$ cat src/rtl/rf_wb_arbiter_pkg.sv
// Shared constants, path encoding and helpers for the register-file writeback block.
package rf_wb_arbiter_pkg;

    localparam int DATA_W = 32;
    localparam int ADDR_W = 5;
    localparam int NREG   = 32;

    // Writeback path identifiers, used by the round-robin pointer
    typedef enum logic {
        PATH_A = 1'b0,
        PATH_M = 1'b1
    } path_e;

    // Number of set bits in a busy vector (0..NREG)
    function automatic logic [ADDR_W:0] popCount(input logic [NREG-1:0] v);
        logic [ADDR_W:0] cnt;
        cnt = '0;
        for (int i = 0; i < NREG; i++) begin
            cnt = cnt + {{ADDR_W{1'b0}}, v[i]};
        end
        return cnt;
    endfunction

endpackage

$ cat src/rtl/rf_wb_if.sv
// Writeback, issue, operand-check and register-file write bundle.
interface rf_wb_if;
    import rf_wb_arbiter_pkg::*;

    logic              a_valid;
    logic [ADDR_W-1:0] a_reg;
    logic [DATA_W-1:0] a_data;
    logic              a_ready;

    logic              m_valid;
    logic [ADDR_W-1:0] m_reg;
    logic [DATA_W-1:0] m_data;
    logic              m_ready;

    logic              iss_valid;
    logic [ADDR_W-1:0] iss_reg;

    logic [ADDR_W-1:0] chk_reg1;
    logic [ADDR_W-1:0] chk_reg2;
    logic              chk_busy1;
    logic              chk_busy2;

    logic [ADDR_W-1:0] rf_write_reg;
    logic [DATA_W-1:0] rf_write_data;
    logic              rf_write_en;
    logic [ADDR_W:0]   busy_count;

    // Pipeline side: issues requests, checks operands, observes the write port
    modport master (
        output a_valid, a_reg, a_data, input a_ready,
        output m_valid, m_reg, m_data, input m_ready,
        output iss_valid, iss_reg,
        output chk_reg1, chk_reg2, input chk_busy1, chk_busy2,
        input  rf_write_reg, rf_write_data, rf_write_en, busy_count
    );

    // Writeback controller side
    modport slave (
        input  a_valid, a_reg, a_data, output a_ready,
        input  m_valid, m_reg, m_data, output m_ready,
        input  iss_valid, iss_reg,
        input  chk_reg1, chk_reg2, output chk_busy1, chk_busy2,
        output rf_write_reg, rf_write_data, rf_write_en, busy_count
    );

endinterface

$ cat src/rtl/rf_wb_arbiter_scoreboard.sv
// Per-register busy bits: set on issue, cleared on commit, newer issue wins a tie.
module rf_scoreboard
    import rf_wb_arbiter_pkg::*;
(
    input  logic              clk,
    input  logic              rst,
    input  logic              setEn,
    input  logic [ADDR_W-1:0] setReg,
    input  logic              clrEn,
    input  logic [ADDR_W-1:0] clrReg,
    input  logic [ADDR_W-1:0] chkReg1,
    input  logic [ADDR_W-1:0] chkReg2,
    output logic              chkBusy1,
    output logic              chkBusy2,
    output logic [ADDR_W:0]   busyCount
);

    logic [NREG-1:0] busy;
    logic [NREG-1:0] busyNext;

    // Next busy vector: apply the commit clear first so a same-edge issue overrides it
    always_comb begin
        busyNext = busy;
        if (clrEn) busyNext[clrReg] = 1'b0;
        if (setEn) busyNext[setReg] = 1'b1;
    end

    // Busy bits and their population count move together on the same edge
    always_ff @(posedge clk or posedge rst) begin
        if (rst) begin
            busy      <= '0;
            busyCount <= '0;
        end else begin
            busy      <= busyNext;
            busyCount <= popCount(busyNext);
        end
    end

    // Operand checks see the registered state only; no forwarding of this edge's commit
    assign chkBusy1 = busy[chkReg1];
    assign chkBusy2 = busy[chkReg2];

endmodule

$ cat src/rtl/rf_wb_arbiter.sv
// Writeback arbiter for the register file's single write port, with busy scoreboard.
module rf_wb_arbiter
    import rf_wb_arbiter_pkg::*;
(
    input  logic   clk,
    input  logic   rst,
    rf_wb_if.slave bus
);

    path_e             rrPtr;
    logic              conflict;
    logic              aGrant;
    logic              mGrant;
    logic              vld_p1;
    logic [ADDR_W-1:0] wrReg_p1;
    logic [DATA_W-1:0] wrData_p1;

    // Grant: a lone requester wins; on a conflict the pointer picks; nothing during reset
    always_comb begin
        conflict = bus.a_valid && bus.m_valid;
        aGrant   = 1'b0;
        mGrant   = 1'b0;
        if (!rst) begin
            if (conflict) begin
                aGrant = (rrPtr == PATH_A);
                mGrant = (rrPtr == PATH_M);
            end else begin
                aGrant = bus.a_valid;
                mGrant = bus.m_valid;
            end
        end
    end

    assign bus.a_ready = aGrant;
    assign bus.m_ready = mGrant;

    // Round-robin pointer moves to the loser, and only on conflict cycles
    always_ff @(posedge clk or posedge rst) begin
        if (rst) begin
            rrPtr <= PATH_A;
        end else if (conflict) begin
            rrPtr <= (rrPtr == PATH_A) ? PATH_M : PATH_A;
        end
    end

    // ---- stage p1: registered write port; reg/data hold when idle ----
    // Output stage captures the winner; reset discards any in-flight write
    always_ff @(posedge clk or posedge rst) begin
        if (rst) begin
            vld_p1    <= 1'b0;
            wrReg_p1  <= '0;
            wrData_p1 <= '0;
        end else begin
            vld_p1 <= aGrant || mGrant;
            if (aGrant) begin
                wrReg_p1  <= bus.a_reg;
                wrData_p1 <= bus.a_data;
            end else if (mGrant) begin
                wrReg_p1  <= bus.m_reg;
                wrData_p1 <= bus.m_data;
            end
        end
    end

    assign bus.rf_write_en   = vld_p1;
    assign bus.rf_write_reg  = wrReg_p1;
    assign bus.rf_write_data = wrData_p1;

    rf_scoreboard uScoreboard (
        .clk       (clk),
        .rst       (rst),
        .setEn     (bus.iss_valid),
        .setReg    (bus.iss_reg),
        .clrEn     (vld_p1),
        .clrReg    (wrReg_p1),
        .chkReg1   (bus.chk_reg1),
        .chkReg2   (bus.chk_reg2),
        .chkBusy1  (bus.chk_busy1),
        .chkBusy2  (bus.chk_busy2),
        .busyCount (bus.busy_count)
    );

endmodule

$ cat src/flat_wrapper.sv
// flat-port wrapper written by rule: the top's interface ports become plain ports
module rf_wb_arbiter_flat import rf_wb_arbiter_pkg::*;
  (clk, rst, bus_a_valid, bus_a_reg, bus_a_data, bus_a_ready, bus_m_valid, bus_m_reg, bus_m_data, bus_m_ready, bus_iss_valid, bus_iss_reg, bus_chk_reg1, bus_chk_reg2, bus_chk_busy1, bus_chk_busy2, bus_rf_write_reg, bus_rf_write_data, bus_rf_write_en, bus_busy_count);
  rf_wb_if bus_i ();
  input  logic clk;
  input  logic rst;
  input wire logic [$bits(bus_i.a_valid)-1:0] bus_a_valid;
  input wire logic [$bits(bus_i.a_reg)-1:0] bus_a_reg;
  input wire logic [$bits(bus_i.a_data)-1:0] bus_a_data;
  output wire logic [$bits(bus_i.a_ready)-1:0] bus_a_ready;
  input wire logic [$bits(bus_i.m_valid)-1:0] bus_m_valid;
  input wire logic [$bits(bus_i.m_reg)-1:0] bus_m_reg;
  input wire logic [$bits(bus_i.m_data)-1:0] bus_m_data;
  output wire logic [$bits(bus_i.m_ready)-1:0] bus_m_ready;
  input wire logic [$bits(bus_i.iss_valid)-1:0] bus_iss_valid;
  input wire logic [$bits(bus_i.iss_reg)-1:0] bus_iss_reg;
  input wire logic [$bits(bus_i.chk_reg1)-1:0] bus_chk_reg1;
  input wire logic [$bits(bus_i.chk_reg2)-1:0] bus_chk_reg2;
  output wire logic [$bits(bus_i.chk_busy1)-1:0] bus_chk_busy1;
  output wire logic [$bits(bus_i.chk_busy2)-1:0] bus_chk_busy2;
  output wire logic [$bits(bus_i.rf_write_reg)-1:0] bus_rf_write_reg;
  output wire logic [$bits(bus_i.rf_write_data)-1:0] bus_rf_write_data;
  output wire logic [$bits(bus_i.rf_write_en)-1:0] bus_rf_write_en;
  output wire logic [$bits(bus_i.busy_count)-1:0] bus_busy_count;
  assign bus_i.a_valid = bus_a_valid;
  assign bus_i.a_reg = bus_a_reg;
  assign bus_i.a_data = bus_a_data;
  assign bus_a_ready = bus_i.a_ready;
  assign bus_i.m_valid = bus_m_valid;
  assign bus_i.m_reg = bus_m_reg;
  assign bus_i.m_data = bus_m_data;
  assign bus_m_ready = bus_i.m_ready;
  assign bus_i.iss_valid = bus_iss_valid;
  assign bus_i.iss_reg = bus_iss_reg;
  assign bus_i.chk_reg1 = bus_chk_reg1;
  assign bus_i.chk_reg2 = bus_chk_reg2;
  assign bus_chk_busy1 = bus_i.chk_busy1;
  assign bus_chk_busy2 = bus_i.chk_busy2;
  assign bus_rf_write_reg = bus_i.rf_write_reg;
  assign bus_rf_write_data = bus_i.rf_write_data;
  assign bus_rf_write_en = bus_i.rf_write_en;
  assign bus_busy_count = bus_i.busy_count;
  rf_wb_arbiter u_core (.clk(clk), .rst(rst), .bus(bus_i));
endmodule
$ cat config.mk
export PLATFORM = sky130hd
export DESIGN_NAME = rf_wb_arbiter_flat
export DESIGN_NICKNAME = d
export VERILOG_FILES = /design/src/rtl/rf_wb_arbiter_pkg.sv /design/src/rtl/rf_wb_if.sv /design/src/rtl/rf_wb_arbiter_scoreboard.sv /design/src/rtl/rf_wb_arbiter.sv /design/src/flat_wrapper.sv
export SDC_FILE = /design/constraint.sdc
export NUM_CORES = 1
export LEC_CHECK = 0
export CAP_MARGIN = 5
export CORE_ASPECT_RATIO = 0.9
export CORE_MARGIN = 5
export CORE_UTILIZATION = 48
export CTS_CLUSTER_SIZE = 20
export DETAILED_ROUTE_END_ITERATION = 10
export PLACE_DENSITY = 0.81
export SLEW_MARGIN = 20
export SYNTH_ARGS = -nofsm -noshare
export SYNTH_HDL_FRONTEND = slang
export SYNTH_SLANG_ARGS = --single-unit
$ cat constraint.sdc
create_clock -name clk -period 7.1 [get_ports clk]
set_input_delay 1.42 -clock clk [delete_from_list [all_inputs] [get_ports clk]]
set_output_delay 1.42 -clock clk [all_outputs]
set_load 0.05 [all_outputs]
==> impl_metrics.env <==
export IMPL_tritoncts="yes"
export IMPL_antenna_left=0
export IMPL_global_route_usage_total_pct=24.1
export IMPL_cts_post_setup_buffers_inserted=0
export IMPL_dp_hpwl_microns=10800
export IMPL_yosys_area_top_type_share_pct=40.8
export IMPL_floorplan_die_height_microns=104
export IMPL_layout_cells_most_common_list="sky130_fd_sc_hd__clkdlybuf4s50_1, sky130_fd_sc_hd__o21ai_0, sky130_fd_sc_hd__dfrtp_1"
export IMPL_layout_nets=731
export IMPL_cts_root_buffer_cell="sky130_fd_sc_hd__clkbuf_8"
export IMPL_rr_worst_depth=18
export IMPL_route_final_wire_length_microns=13900
export IMPL_cp_arrival_ns=6.93
export IMPL_worst_slew_margin_rel_pct=37.3
export IMPL_grt_first_pass_wirelength_microns=22600
export IMPL_drc_marker_count_from_the_first_detailed_route_iteration=263
export IMPL_fin_worst_skew_ns=0.00878
export IMPL_grt_max_degree=76
export IMPL_totalNegativeSetupSlack_ns=0
export IMPL_synth_area_leaders="sky130_fd_sc_hd__dfrtp_1, sky130_fd_sc_hd__mux2i_1, sky130_fd_sc_hd__fa_1"
export IMPL_crit_chain="clkdlybuf4s50_1, or3b_2, o21ai_0, inv_1, fa_1, fa_1, fa_1, inv_1, fa_1, fa_1, inv_1, fa_1, inv_1, ha_1, a21o_1, a21oi_1, nor2b_1, o21a_1"
export IMPL_first_global_vias=4359
export IMPL_synth_ff_latch_count=77
export IMPL_path_buf_inv=5
export IMPL_chipWidth_microns=115
export IMPL_synth_yosys_seq_area_share_pct=40.8
export IMPL_report_final_slew_viol_count=0
export IMPL_synth_warnings=0
export IMPL_fin_crit_sh_pct=94.1
export IMPL_fillCellCount=785
export IMPL_grt_setup_unrepaired="no"
export IMPL_port_buffers=141
export IMPL_synth_flop_cell="sky130_fd_sc_hd__dfrtp_1"
export IMPL_slowest_stage="sky130_fd_sc_hd__fa_1"
export IMPL_r2r_end="u_core.uScoreboard.busyCount[5]$_DFF_PP0_"
export IMPL_path_clk_slew_ns=0.08
export IMPL_rrSetupSlack_ns=1.39
export IMPL_core_region_area_sq_mm=0.00966
export IMPL_drt_pass1_iterations=5
export IMPL_ctsHtreeMaxLevel=3
export IMPL_synth_edff_count=0
export IMPL_yosysTopAreaCell="sky130_fd_sc_hd__dfrtp_1"
export IMPL_cap_viol_max_count=0
export IMPL_critical_path_startpoint="bus_iss_reg[2]"
export IMPL_required_ns=7.35
export IMPL_crit_path_frequent_cell="sky130_fd_sc_hd__fa_1"
export IMPL_hold_buf_count_cts=0
export IMPL_syn_num_nets=597
export IMPL_synthesis_area_sq_mm=0.00473
export IMPL_worst_slew_pin_slew_ns=0.937
export IMPL_hold_path_class="register to register"
export IMPL_via_per_inst=5.52
export IMPL_finalCriticalPeriod_ns=6.68
export IMPL_post_cts_resized_instances=0
export IMPL_holdPathStages=1
export IMPL_n_antenna_cell=0
export IMPL_io_pins=142
export IMPL_critical_path_endpoint_type="register"
export IMPL_drt_drc_violations_left=0
export IMPL_post_route_cells_drive_above_1_share_pct=4.09
export IMPL_cts_made_buffers=9
export IMPL_worst_skew_pair_late_latency_ns=0.35
export IMPL_floorplan_initialDensity_pct=49.0
export IMPL_clockBufferDepth=2
export IMPL_ys_async_sr_fraction_pct=100
export IMPL_critPathTopFamily="adder cells"
export IMPL_place_gp_congestion=0.960
export IMPL_critical_path_class="primary input to register"
export IMPL_wl_per_cell_microns=18.8
export IMPL_crit_path_start_kind="primary input"
export IMPL_setup_viol_count_final=0
export IMPL_min_delay_start="u_core.rrPtr$_DFFE_PP0P_"
export IMPL_crit_path_max_fanout=8
export IMPL_grt_antenna_before_repair=0
export IMPL_hold_viol=0
export IMPL_fmax_mhz=150
export IMPL_r2r_start="u_core.bus.rf_write_reg[2]$_DFFE_PP0P_"
export IMPL_row_count=34
export IMPL_yosys_cell_types_count=32
export IMPL_areaGrowthSynthToFinish_pct=35.1
export IMPL_layout_commonest_cell="sky130_fd_sc_hd__clkdlybuf4s50_1"
export IMPL_synthesis_area_per_instance_sq_um=10.0
export IMPL_clock_sink_count=77
export IMPL_hold_end="u_core.rrPtr$_DFFE_PP0P_"
export IMPL_globalRouteOverflowTotal=0
export IMPL_num_vias=4065
export IMPL_hold_worst_slack_ns=0.495
export IMPL_syn_instance_count=472
export IMPL_cpPeakStageDelay_ns=0.59
export IMPL_run_status="completed"
export IMPL_floorplan_die_area_sq_mm=0.0119
[worst max-delay path by stage]
stage	endpoint	slack (ns)	depth (start not counted)
3_5_place_dp	u_core.uScoreboard.busyCount[4]$_DFF_PP0_	0.03	19
5_1_grt	u_core.uScoreboard.busyCount[4]$_DFF_PP0_	0.20	19
3_3_place_gp	u_core.uScoreboard.busyCount[4]$_DFF_PP0_	0.17	19
2_1_floorplan	u_core.uScoreboard.busyCount[4]$_DFF_PP0_	0.90	18
4_1_cts	u_core.uScoreboard.busyCount[4]$_DFF_PP0_	0.37	19
6_report	u_core.uScoreboard.busyCount[5]$_DFF_PP0_	0.42	18
[cell families after synthesis]
group                      Yosys count  synth area share, %
xor gates and xnor gates             4                0.741
buffers and inverters               68                 7.12
DFF                                 77                 40.8
adders and majority gates           31                 12.0
and+or+nand+nor                     99                 10.4
muxes                               69                 14.6
AOI/OAI and AO/OA                  124                 14.3
[final cells by class]
| type | count | area, sq um | area share, % |
|---|---|---|---|
| well taps | 126 | 158 | 2.47 |
| repair buffers | 145 | 1440 | 22.6 |
| inverters | 46 | 173 | 2.70 |
| clock inverters | 7 | 98.8 | 1.55 |
| multi-input cells | 327 | 2470 | 38.6 |
| clock buffers | 9 | 124 | 1.94 |
| flip-flops and latches | 77 | 1930 | 30.2 |
[worst reg2reg max path, stage by stage (launching register included)]
cell,delay [ns]
sky130_fd_sc_hd__dfrtp_1,0.52
sky130_fd_sc_hd__or3_1,0.47
sky130_fd_sc_hd__o21ai_0,0.17
sky130_fd_sc_hd__o21ai_0,0.18
sky130_fd_sc_hd__fa_1,0.59
sky130_fd_sc_hd__inv_1,0.06
sky130_fd_sc_hd__fa_1,0.51
sky130_fd_sc_hd__fa_1,0.42
sky130_fd_sc_hd__inv_1,0.08
sky130_fd_sc_hd__fa_1,0.45
sky130_fd_sc_hd__fa_1,0.55
sky130_fd_sc_hd__inv_1,0.06
sky130_fd_sc_hd__fa_1,0.59
sky130_fd_sc_hd__inv_1,0.06
sky130_fd_sc_hd__ha_1,0.28
sky130_fd_sc_hd__a21o_1,0.16
sky130_fd_sc_hd__a21oi_1,0.22
sky130_fd_sc_hd__nor2b_1,0.07
sky130_fd_sc_hd__o21a_1,0.16
[metal layers]
metal	global-route usage (%)	share of wire, %	vias up
met5	0	0	-
met4	10.9	4.6	0
li1	-	-	1880
met2	38.5	48	195
met1	29.3	39	1947
met3	8.14	9.1	43
[per-stage QoR]
step                      cell area (sq um)  std cells  worst slack, ns  utilization (%)
after global routing                   6390        737            0.200             66.1
after global placement                 6160        721            0.168             63.8
after detailed placement               6160        721           0.0349             63.8
after floorplan                        4730        472            0.904                -
after CTS                              6390        737            0.375             66.1
final                                  6390        737            0.419             66.1
[cells in the mapped netlist (3+ instances only)]
cell type,count
sky130_fd_sc_hd__o21ai_0,79
sky130_fd_sc_hd__clkbuf_1,10
sky130_fd_sc_hd__nand3_1,8
sky130_fd_sc_hd__nand3b_1,10
sky130_fd_sc_hd__xnor2_1,4
sky130_fd_sc_hd__o21ai_1,16
sky130_fd_sc_hd__fa_1,24
sky130_fd_sc_hd__or3b_1,3
sky130_fd_sc_hd__o21a_1,7
sky130_fd_sc_hd__a22oi_1,8
sky130_fd_sc_hd__buf_6,5
sky130_fd_sc_hd__mux2i_1,69
sky130_fd_sc_hd__ha_1,7
sky130_fd_sc_hd__a21oi_1,8
sky130_fd_sc_hd__dfrtp_1,77
sky130_fd_sc_hd__inv_1,46
sky130_fd_sc_hd__nand2b_1,3
sky130_fd_sc_hd__nand2_1,54
sky130_fd_sc_hd__buf_2,3
sky130_fd_sc_hd__nor2b_1,5
sky130_fd_sc_hd__nor2_1,5
Power is not shown: default switching activity piles up to over one toggle a cycle in this logic, so the estimate is an artifact.
